--- config.mk ---
export PLATFORM = sky130hd
export DESIGN_NAME = regfile_writeback
export DESIGN_NICKNAME = d
export VERILOG_FILES = /design/src/rtl/cpu_types.sv /design/src/rtl/wb_fifo.sv /design/src/rtl/regfile_writeback.sv
export SDC_FILE = /design/constraint.sdc
export NUM_CORES = 1
export LEC_CHECK = 0
export ABC_AREA = 1
export ABC_CLOCK_PERIOD_IN_PS = 7700
export CELL_PAD_IN_SITES_DETAIL_PLACEMENT = 1
export CELL_PAD_IN_SITES_GLOBAL_PLACEMENT = 1
export CORE_ASPECT_RATIO = 0.6
export CORE_MARGIN = 2
export CORE_UTILIZATION = 39
export DETAILED_ROUTE_END_ITERATION = 16
export PLACE_DENSITY_LB_ADDON = 0.1
export SLEW_MARGIN = 10
export SYNTH_ARGS = -nofsm -noshare
export SYNTH_HDL_FRONTEND = slang
export SYNTH_SLANG_ARGS = --single-unit
--- constraint.sdc ---
create_clock -name clk -period 7.7 [get_ports clk]
set_clock_uncertainty 0.15 [all_clocks]
set_input_delay 0.77 -clock clk [delete_from_list [all_inputs] [get_ports clk]]
set_output_delay 0.77 -clock clk [all_outputs]
set_load 0.005 [all_outputs]
--- src/rtl/cpu_types.sv ---
// rtl/cpu_types.sv - shared register-index, data-word and writeback-entry types
// Contents:
//   reg_idx_t  : 5-bit architectural register index
//   word_t     : 32-bit data word
//   wb_entry_t : buffered writeback result {rd, data}
//   wb_src_e   : writeback source selected for the next register-file write
package cpu_types;

  typedef logic [4:0]  reg_idx_t;
  typedef logic [31:0] word_t;

  typedef struct packed {
    reg_idx_t rd;
    word_t    data;
  } wb_entry_t;

  typedef enum logic [1:0] {
    SRC_IDLE = 2'd0,
    SRC_ALU  = 2'd1,
    SRC_FIFO = 2'd2
  } wb_src_e;

endpackage

--- src/rtl/wb_fifo.sv ---
// rtl/wb_fifo.sv - small synchronous FIFO buffering slow-port writeback results
// Ports:
//   clk, rst    : clock, synchronous active-high reset (clears pointers/count)
//   push        : enqueue push_data (accepted when not full, or full with a pop)
//   push_data   : element to enqueue
//   pop         : dequeue the head element (ignored when empty)
//   head        : oldest element, valid whenever empty is 0
//   count       : number of stored elements, 0..DEPTH
//   full, empty : occupancy flags
module wb_fifo #(
  parameter int  DEPTH  = 2,
  parameter type elem_t = logic [36:0],
  localparam int AW     = $clog2(DEPTH)
) (
  input  logic          clk,
  input  logic          rst,
  input  logic          push,
  input  elem_t         push_data,
  input  logic          pop,
  output elem_t         head,
  output logic [AW:0]   count,
  output logic          full,
  output logic          empty
);

  localparam logic [AW:0]   FULL_CNT = (AW + 1)'(DEPTH);
  localparam logic [AW:0]   CNT_ONE  = 1;
  localparam logic [AW-1:0] PTR_ONE  = 1;

  elem_t         mem [DEPTH];
  logic [AW-1:0] wr_ptr;
  logic [AW-1:0] rd_ptr;
  logic          do_push;
  logic          do_pop;

  assign head  = mem[rd_ptr];
  assign full  = (count == FULL_CNT);
  assign empty = (count == '0);

  // A push into a full FIFO is legal only when the head leaves in the same cycle.
  assign do_pop  = pop && !empty;
  assign do_push = push && (!full || do_pop);

  // DEPTH is a power of two, so the pointers wrap by natural overflow.
  always_ff @(posedge clk) begin
    if (rst) begin
      wr_ptr <= '0;
      rd_ptr <= '0;
      count  <= '0;
    end else begin
      if (do_push) wr_ptr <= wr_ptr + PTR_ONE;
      if (do_pop)  rd_ptr <= rd_ptr + PTR_ONE;
      case ({do_push, do_pop})
        2'b10:   count <= count + CNT_ONE;
        2'b01:   count <= count - CNT_ONE;
        default: count <= count;
      endcase
    end
  end

  // Storage is not reset: entries are only ever read behind a valid count.
  always_ff @(posedge clk) begin
    if (do_push) mem[wr_ptr] <= push_data;
  end

endmodule

--- src/rtl/regfile_writeback.sv ---
// rtl/regfile_writeback.sv - register-file write port arbiter with slow-result buffer and scoreboard
// Ports:
//   clk, rst                       : clock, synchronous active-high reset
//   alu_valid, alu_rd, alu_data    : single-cycle ALU result for this cycle
//   wb_stall                       : ALU result not taken this cycle, upstream holds it
//   lsu_valid, lsu_rd, lsu_data    : long-latency result offer (transfer on valid && ready)
//   lsu_ready                      : slow-result buffer can accept this cycle
//   issue_valid, issue_rd          : long-latency op issued, marks issue_rd pending
//   busy                           : one pending bit per architectural register
//   a3, we3, wd3                   : registered register-file write port
module regfile_writeback
  import cpu_types::*;
#(
  parameter int FIFO_DEPTH   = 2,
  parameter int STARVE_LIMIT = 3
) (
  input  logic        clk,
  input  logic        rst,
  input  logic        alu_valid,
  input  logic [4:0]  alu_rd,
  input  logic [31:0] alu_data,
  output logic        wb_stall,
  input  logic        lsu_valid,
  output logic        lsu_ready,
  input  logic [4:0]  lsu_rd,
  input  logic [31:0] lsu_data,
  input  logic        issue_valid,
  input  logic [4:0]  issue_rd,
  output logic [31:0] busy,
  output logic [4:0]  a3,
  output logic        we3,
  output logic [31:0] wd3
);

  localparam int CNT_W = $clog2(FIFO_DEPTH) + 1;
  localparam int SC_W  = $clog2(STARVE_LIMIT + 1);

  localparam logic [CNT_W-1:0] DEPTH_CNT  = CNT_W'(FIFO_DEPTH);
  localparam logic [SC_W-1:0]  STARVE_MAX = SC_W'(STARVE_LIMIT);
  localparam logic [SC_W-1:0]  SC_ONE     = 1;

  wb_entry_t        lsu_entry;
  wb_entry_t        fifo_head;
  logic [CNT_W-1:0] fifo_count;
  logic             fifo_full;
  logic             fifo_empty;
  logic             fifo_push;
  logic             fifo_pop;

  logic [SC_W-1:0]  starve_cnt;
  logic             forced_drain;
  wb_src_e          sel;
  wb_entry_t        sel_entry;
  logic [31:0]      busy_next;

  assign lsu_entry = '{rd: lsu_rd, data: lsu_data};

  wb_fifo #(
    .DEPTH  (FIFO_DEPTH),
    .elem_t (wb_entry_t)
  ) u_fifo (
    .clk       (clk),
    .rst       (rst),
    .push      (fifo_push),
    .push_data (lsu_entry),
    .pop       (fifo_pop),
    .head      (fifo_head),
    .count     (fifo_count),
    .full      (fifo_full),
    .empty     (fifo_empty)
  );

  // Source selection: a starved FIFO beats the ALU, otherwise the ALU beats
  // the FIFO, otherwise the FIFO drains in idle ALU cycles.
  always_comb begin
    forced_drain = !fifo_empty && (starve_cnt == STARVE_MAX);
    sel          = SRC_IDLE;
    sel_entry    = '0;
    if (rst) begin
      sel = SRC_IDLE;
    end else if (forced_drain) begin
      sel       = SRC_FIFO;
      sel_entry = fifo_head;
    end else if (alu_valid) begin
      sel       = SRC_ALU;
      sel_entry = '{rd: alu_rd, data: alu_data};
    end else if (!fifo_empty) begin
      sel       = SRC_FIFO;
      sel_entry = fifo_head;
    end
  end

  assign fifo_pop = (sel == SRC_FIFO);
  assign wb_stall = !rst && alu_valid && forced_drain;

  // A full buffer still accepts when its head is written this same cycle.
  assign lsu_ready = !rst && ((fifo_count < DEPTH_CNT) || (fifo_full && fifo_pop));
  assign fifo_push = lsu_valid && lsu_ready;

  // Write port: an entry aimed at x0 is consumed but never asserts we3.
  // a3/wd3 keep their last value on idle cycles; only we3 qualifies them.
  always_ff @(posedge clk) begin
    if (rst) begin
      we3 <= 1'b0;
      a3  <= '0;
      wd3 <= '0;
    end else begin
      we3 <= (sel != SRC_IDLE) && (sel_entry.rd != '0);
      if (sel != SRC_IDLE) begin
        a3  <= sel_entry.rd;
        wd3 <= sel_entry.data;
      end
    end
  end

  // Counts consecutive ALU wins over a waiting FIFO entry; any drain or an
  // empty buffer restarts the count.
  always_ff @(posedge clk) begin
    if (rst) begin
      starve_cnt <= '0;
    end else if (fifo_pop || fifo_empty) begin
      starve_cnt <= '0;
    end else if ((sel == SRC_ALU) && (starve_cnt != STARVE_MAX)) begin
      starve_cnt <= starve_cnt + SC_ONE;
    end
  end

  // Scoreboard: the clear is applied first so that a same-cycle issue to the
  // same register leaves it pending. ALU writes never touch it.
  always_comb begin
    busy_next = busy;
    if (fifo_pop && (fifo_head.rd != '0)) busy_next[fifo_head.rd] = 1'b0;
    if (issue_valid && (issue_rd != '0))  busy_next[issue_rd]     = 1'b1;
    busy_next[0] = 1'b0;
  end

  always_ff @(posedge clk) begin
    if (rst) busy <= '0;
    else     busy <= busy_next;
  end

endmodule

==> out/metrics.yaml, run 1 <==
cts_resized: 0
worstSetupPathType: "register to output pin"
grt.total_usage_pct: 23.2
synth.cell_area_sq_um: 6010
cts_tree: "done"
fp.dieW_microns: 164
power_frac_comb_pct: 11.9
async_flop_share_pct: 0
clkSinkCount: 150
cts_buffer_depth: 2
syn_to_final_growth_pct: 36.7
wl_met2_microns: 8560
max_freq_mhz: 274
yosysUniqueCellTypes: 28
dp_hpwl_microns: 13000
setup_viol: 0
slowest_stage: "nand2_1"
finalMaxSlewViolations: 0
die_y_microns: 100
grt_pass1_wl_microns: 29000
numPlacedInstances: 966
p_int_uw: 1450
relSlewSlack_pct: 11.5
yosysWarnings: 0
ioPinCount: 156
antenna_found_initial: 1
hp-start: "starve_cnt[0]"
top_layer: "met4"
fillers: 1737
initial_utilization_pct: 39.6
max_stage_delay_ns: 0.75
reg2reg_to: "busy[6]"
synth_seq_cells: 150
dr.pass1.iters: 4
fin_ws_ns: 4.05
drtIter0Drc: 304
holdPathEnd: "starve_cnt[0]"
rsz0062_at_grt: "no"
drt_drc_violations_left: 0
ant_nets: 0
end_kind: "output pin"
p_seq_share_pct: 47.0
final_util_pct: 54.1
die-area_sq_um: 16500
avgViaCountPerCell: 5.16
p_sw_uw: 462
grt_max_degree: 72
maxCapViolCount: 0
final_cell_count_no_fill: 999
min_path_type: "register to register"
worst_pin_slew_ns: 1.32
io_buffers: 154
cts_buffers: 17
ff2ff_path_depth: 9
clock_latency_ns: 0.41
critPathBufInv: 1
powerDensity_nw_per_um2: 233
mostFrequentLayoutCell: "nand2_1"
register_area_sq_um: 3740
clkTransAtPathRegs_ns: 0.06
path_cells: "ha_1 > nand2_1 > nor2_1 > clkdlybuf4s50_1"
final-hold-violation-count: 0
cp_max_fo: 33
ir_worst_vdd_v: 0.000147
multi_input_area_sq_um: 2010
grt_pass1_vias: 5430
syn_avg_cell_area_sq_um: 9.38
htree_levels: 4
dp_slack_ns: 4.05
via_count: 5152
layout-drive-gt1-share_pct: 6.16
critPathLaunch: "starve_cnt[0]"
wl_met3_microns: 1040
drt-met1-wl_microns: 8730
syn_inst: 641
critPathTopFamily: "simple AND/OR/NAND/NOR gates"
required_ns: 6.78
grt_remaining_overflow: 0
synth_edf_count: 74
post-route-min-period_ns: 3.65
wl_per_cell_microns: 18.5
final_cell_mix: "nand2_1, clkdlybuf4s50_1, a21oi_1"
synth_nets: 727
post-route-period-util_pct: 47.4
worst-r2r-setup-slack_ns: 4.73
holdPathStages: 1
clock-root-buffer: "clkbuf_16"
ys_seq_area_share_pct: 62.3
num_rows: 35
finalWeightedCongestion: 0.780
status: "finished, final reports clean"
critPathLaunchType: "register"
critPathArrivalTime_ns: 2.73
switching_share_pct: 24.1
core_sq_um: 15200
fin_setup_tns_ns: 0
holdBufCountCts: 0
post_cts_buffers: 0
synth-main-ff-cell: "dfxtp_1"
power_leakage_uw: 0.00289
fin_nets: 868
clockPowerShare_pct: 41.1
routed_wl_microns: 18500
## layout make-up
cell class	count	share of cell area (%)
multi-input combinational	431	24.4
clock inverter	8	0.883
clock buffer	24	5.88
sequential	150	45.6
antenna	1	0.0304
inverter	25	1.14
tap	203	3.09
timing repair buffer	157	19.0
## state kept, by name (all words and copies together), names as in the netlist, named ones only
register       cells
a3                 5
busy              31
starve_cnt         2
u_fifo.count       2
u_fifo.mem        74
u_fifo.rd_ptr      1
u_fifo.wr_ptr      1
wd3               32
we3                1
## power by group through the flow
| stage | sequential, uW | clock (uW) | combinational [uW] |
|---|---|---|---|
| after floorplan | 909 | 0 | 108 |
| after global placement | 913 | 0 | 217 |
| after detailed placement | 916 | 0 | 227 |
| after CTS | 900 | 802 | 229 |
| after global routing | 903 | 837 | 252 |
| final | 899 | 788 | 228 |
## synth_stat cells (4+ instances only)
| master | n | area share (%) |
|---|---|---|
| nand2_1 | 183 | 11 |
| a21oi_1 | 109 | 9.1 |
| dfxtp_1 | 76 | 25 |
| edfxtp_1 | 74 | 37 |
| a31oi_1 | 33 | 3.4 |
| nor2_1 | 31 | 1.9 |
| nand3_1 | 30 | 2.5 |
| inv_1 | 21 | 1.3 |
| clkbuf_1 | 17 | 1.1 |
| o21ai_0 | 15 | 1.2 |
| buf_2 | 12 | 1.0 |
| nor3_1 | 11 | 0.92 |
| inv_2 | 4 | 0.25 |
| nand2_2 | 4 | 0.42 |
## metal layers
metal / vias to the layer above / global-route usage, %
li1: 2495 / -
met1: 2499 / 32.7
met2: 147 / 36.8
met3: 11 / 4.92
met4: 0 / 5.60
met5: - / 0
## worst max path at each step
stage	end	cells past startpoint
2_1_floorplan	u_fifo.mem[0][0]	6
3_3_place_gp	u_fifo.mem[0][26]	7
3_5_place_dp	u_fifo.mem[1][30]	7
4_1_cts	wb_stall	4
5_1_grt	wb_stall	4
6_report	wb_stall	4
## kinds of logic after synthesis
family                   Yosys count  share of synthesized area, %
AO/OA/AOI/OAI                    162                          14.5
adder cells (fa/ha/maj)            2                         0.416
buffers and inverters             60                          4.56
flip-flops                       150                          62.3
other                              1                        0.0624
AND/OR/NAND/NOR                  266                          18.2
## per-stage QoR
stage          instance area, sq um  hold WS, ns  power, uW
5_1_grt                        8220        0.328       1990
4_1_cts                        8220        0.306       1930
2_1_floorplan                  6010        0.254       1020
3_3_place_gp                   7660        0.261       1130
3_5_place_dp                   7660        0.290       1140
6_report                       8220        0.302       1910
## worst register-to-register path, cell delays in order, from the launching register on
cell and delay, ns:
dfxtp_2 0.87, inv_2 0.56, nand2_1 0.21, nand2_1 0.18, nand2_1 0.16, nor2_4 0.04
nand2_2 0.30, nand3_1 0.20, nand2_1 0.10, a21oi_1 0.06
Power figures use the tool's default switching activity.
==> run 2: changes to the inputs <==
ABC_CLOCK_PERIOD_IN_PS = 3550   (was 7700)
CORE_UTILIZATION = 36   (was 39)
clock period = 3.55 ns   (was 7.7 ns; I/O delays follow)
==> out/metrics.yaml, run 2 (same netlist as run 1, synthesis figures left out) <==
ioPinCount: 156  # unchanged
worstSetupPathType: "register to output pin"  # unchanged
wl_per_cell_microns: 18.2  # was 18.5 microns
die-area_sq_um: 17800  # was 16500 sq um
fin_setup_tns_ns: 0  # unchanged
die_y_microns: 104  # was 100 microns
hold_slack_ns: 0.150  # was 0.302 ns
cts_resized: 0  # unchanged
clock-root-buffer: "clkbuf_16"  # unchanged
core_sq_um: 16300  # was 15200 sq um
post_cts_buffers: 0  # unchanged
routed_wl_microns: 18800  # was 18500 microns
worst-r2r-setup-slack_ns: 1.04  # was 4.73 ns
critPathLaunchType: "register"  # unchanged
fin_nets: 875  # was 868
avgViaCountPerCell: 5.01  # was 5.16
post-route-min-period_ns: 2.56
fp.dieW_microns: 171  # was 164 microns
cts_tree: "done"  # unchanged
dr.pass1.iters: 5  # was 4
grt_remaining_overflow: 0  # unchanged
finalWeightedCongestion: 0.812  # was 0.780
regMostFlops: "u_fifo.mem"  # unchanged
io_buffers: 154  # unchanged
final-hold-violation-count: 0  # unchanged
clock_latency_ns: 0.41  # about the same
powerDensity_nw_per_um2: 512  # was 233 nW/um^2
mostFrequentLayoutCell: "nand2_1"  # unchanged
ant_nets: 0  # unchanged
final_cell_mix: "nand2_1, clkdlybuf4s50_1, a21oi_1"  # unchanged
min_path_type: "primary input to register"  # was register to register
num_rows: 36  # was 35
syn_to_final_growth_pct: 39.3  # was 36.7%
grt_pass1_wl_microns: 29700  # was 29000 microns
status: "finished, final reports clean"  # unchanged
initial_utilization_pct: 36.9  # was 39.6%
post-route-period-util_pct: 72.2
reg.largest.list: "u_fifo.mem (74), wd3 (32), busy (31)"  # unchanged
layout-drive-gt1-share_pct: 7.36  # was 6.16%
cts_buffer_depth: 2  # unchanged
drt_drc_violations_left: 0  # unchanged
critPathBufInv: 1  # unchanged
setup_viol: 0  # unchanged
power_leakage_uw: 0.00296  # was 0.00289 uW
largest_reg_flops: 74  # unchanged
antenna_found_initial: 2  # was 1
end_kind: "output pin"  # unchanged
required_ns: 3.04  # was 6.78 ns
grt.total_usage_pct: 21.7  # was 23.2%
via_count: 5166  # was 5152
rsz0062_at_grt: "no"  # unchanged
finalMaxSlewViolations: 0  # unchanged
fillers: 1866  # was 1737
worst_pin_slew_ns: 0.890  # was 1.32 ns
max_freq_mhz: 390
htree_levels: 4  # unchanged
clkTransAtPathRegs_ns: 0.06  # about the same
ir_worst_vdd_v: 0.000261  # was 0.000147 V
slowest_stage: "clkdlybuf4s50_1"  # was nand2_1
critPathArrivalTime_ns: 2.06  # was 2.73 ns
cp_max_fo: 7  # was 33
max_stage_delay_ns: 0.61  # was 0.75 ns
critPathTopFamily: "buffers and inverters"  # was simple AND/OR/NAND/NOR gates
path_cells: "ha_1 > o21ai_0 > a21oi_1 > clkdlybuf4s50_1"  # was ha_1 > nand2_1 > nor2_1 > clkdlybuf4s50_1
dp_hpwl_microns: 13200  # was 13000 microns
clkSinkCount: 150  # unchanged
grt_pass1_vias: 5374  # was 5430
maxCapViolCount: 0  # unchanged
holdBufCountCts: 0  # unchanged
grt_max_degree: 70  # was 72
cts_buffers: 17  # unchanged
drtIter0Drc: 295  # was 304
relSlewSlack_pct: 40.2  # was 11.5%
run 2: cell types whose count changed in the layout (fill, tap and decap cells not counted):
cell / previous run / this run
clkbuf_16: 18 / 19
clkinv_2: 3 / 0
buf_12: 0 / 2
buf_4: 3 / 8
clkbuf_1: 5 / 2
inv_8: 0 / 1
inv_6: 0 / 4
run 2: where the power goes:
part           total [uW]  switching, uW  internal, uW
combinational         512            280           232
clock                1840            752          1090
sequential           1930           35.4          1900
run 2: worst register-to-register path, cell delays in order (launching register included):
cell     delay (ns)
dfxtp_1        0.34
ha_1           0.32
o21ai_0        0.16
a21oi_1        0.23
nand2_1        0.25
nor2_4         0.51
buf_12         0.26
run 2: per-stage QoR:
stage               utilization [%]  instance area, sq um  total power [uW]  instances  setup slack, ns
floorplan                         -                  6010              2200        641            0.250
global placement               47.7                  7770              2460        998            0.939
detailed placement             47.7                  7770              2490        998            0.833
CTS                            51.3                  8370              4330       1030            0.941
global route                   51.3                  8370              4460       1030            0.786
finish                         51.4                  8370              4280       1031            0.987
run 2: layout make-up:
| type | instances | area, sq um | share of cell area, % |
|---|---|---|---|
| tap | 228 | 285 | 3.41 |
| clock inverter | 10 | 104 | 1.24 |
| timing repair buffer | 164 | 1640 | 19.5 |
| antenna | 1 | 2.50 | 0.0299 |
| sequential | 150 | 3740 | 44.7 |
| clock buffer | 22 | 497 | 5.93 |
| multi-input combinational | 431 | 2010 | 24.0 |
| inverter | 25 | 93.8 | 1.12 |
run 2: path summary, 6_finish.rpt:
| check | startpoint | end | depth (start not counted) |
|---|---|---|---|
| max | starve_cnt[0] | lsu_ready | 4 |
| max reg2reg | starve_cnt[0] | u_fifo.mem[1][22] | 6 |
| min reg2reg | starve_cnt[0] | starve_cnt[0] | 1 |
| min | rst | u_fifo.count[1] | 4 |
run 2: layer usage:
metal | part of all wire (%) | vias up | track usage (%)
li1 | - | 2515 | -
met1 | 49 | 2501 | 32.3
met2 | 43 | 144 | 31.4
met3 | 7.1 | 4 | 5.48
met4 | 0.25 | 2 | 5.63
met5 | 0.069 | - | 0
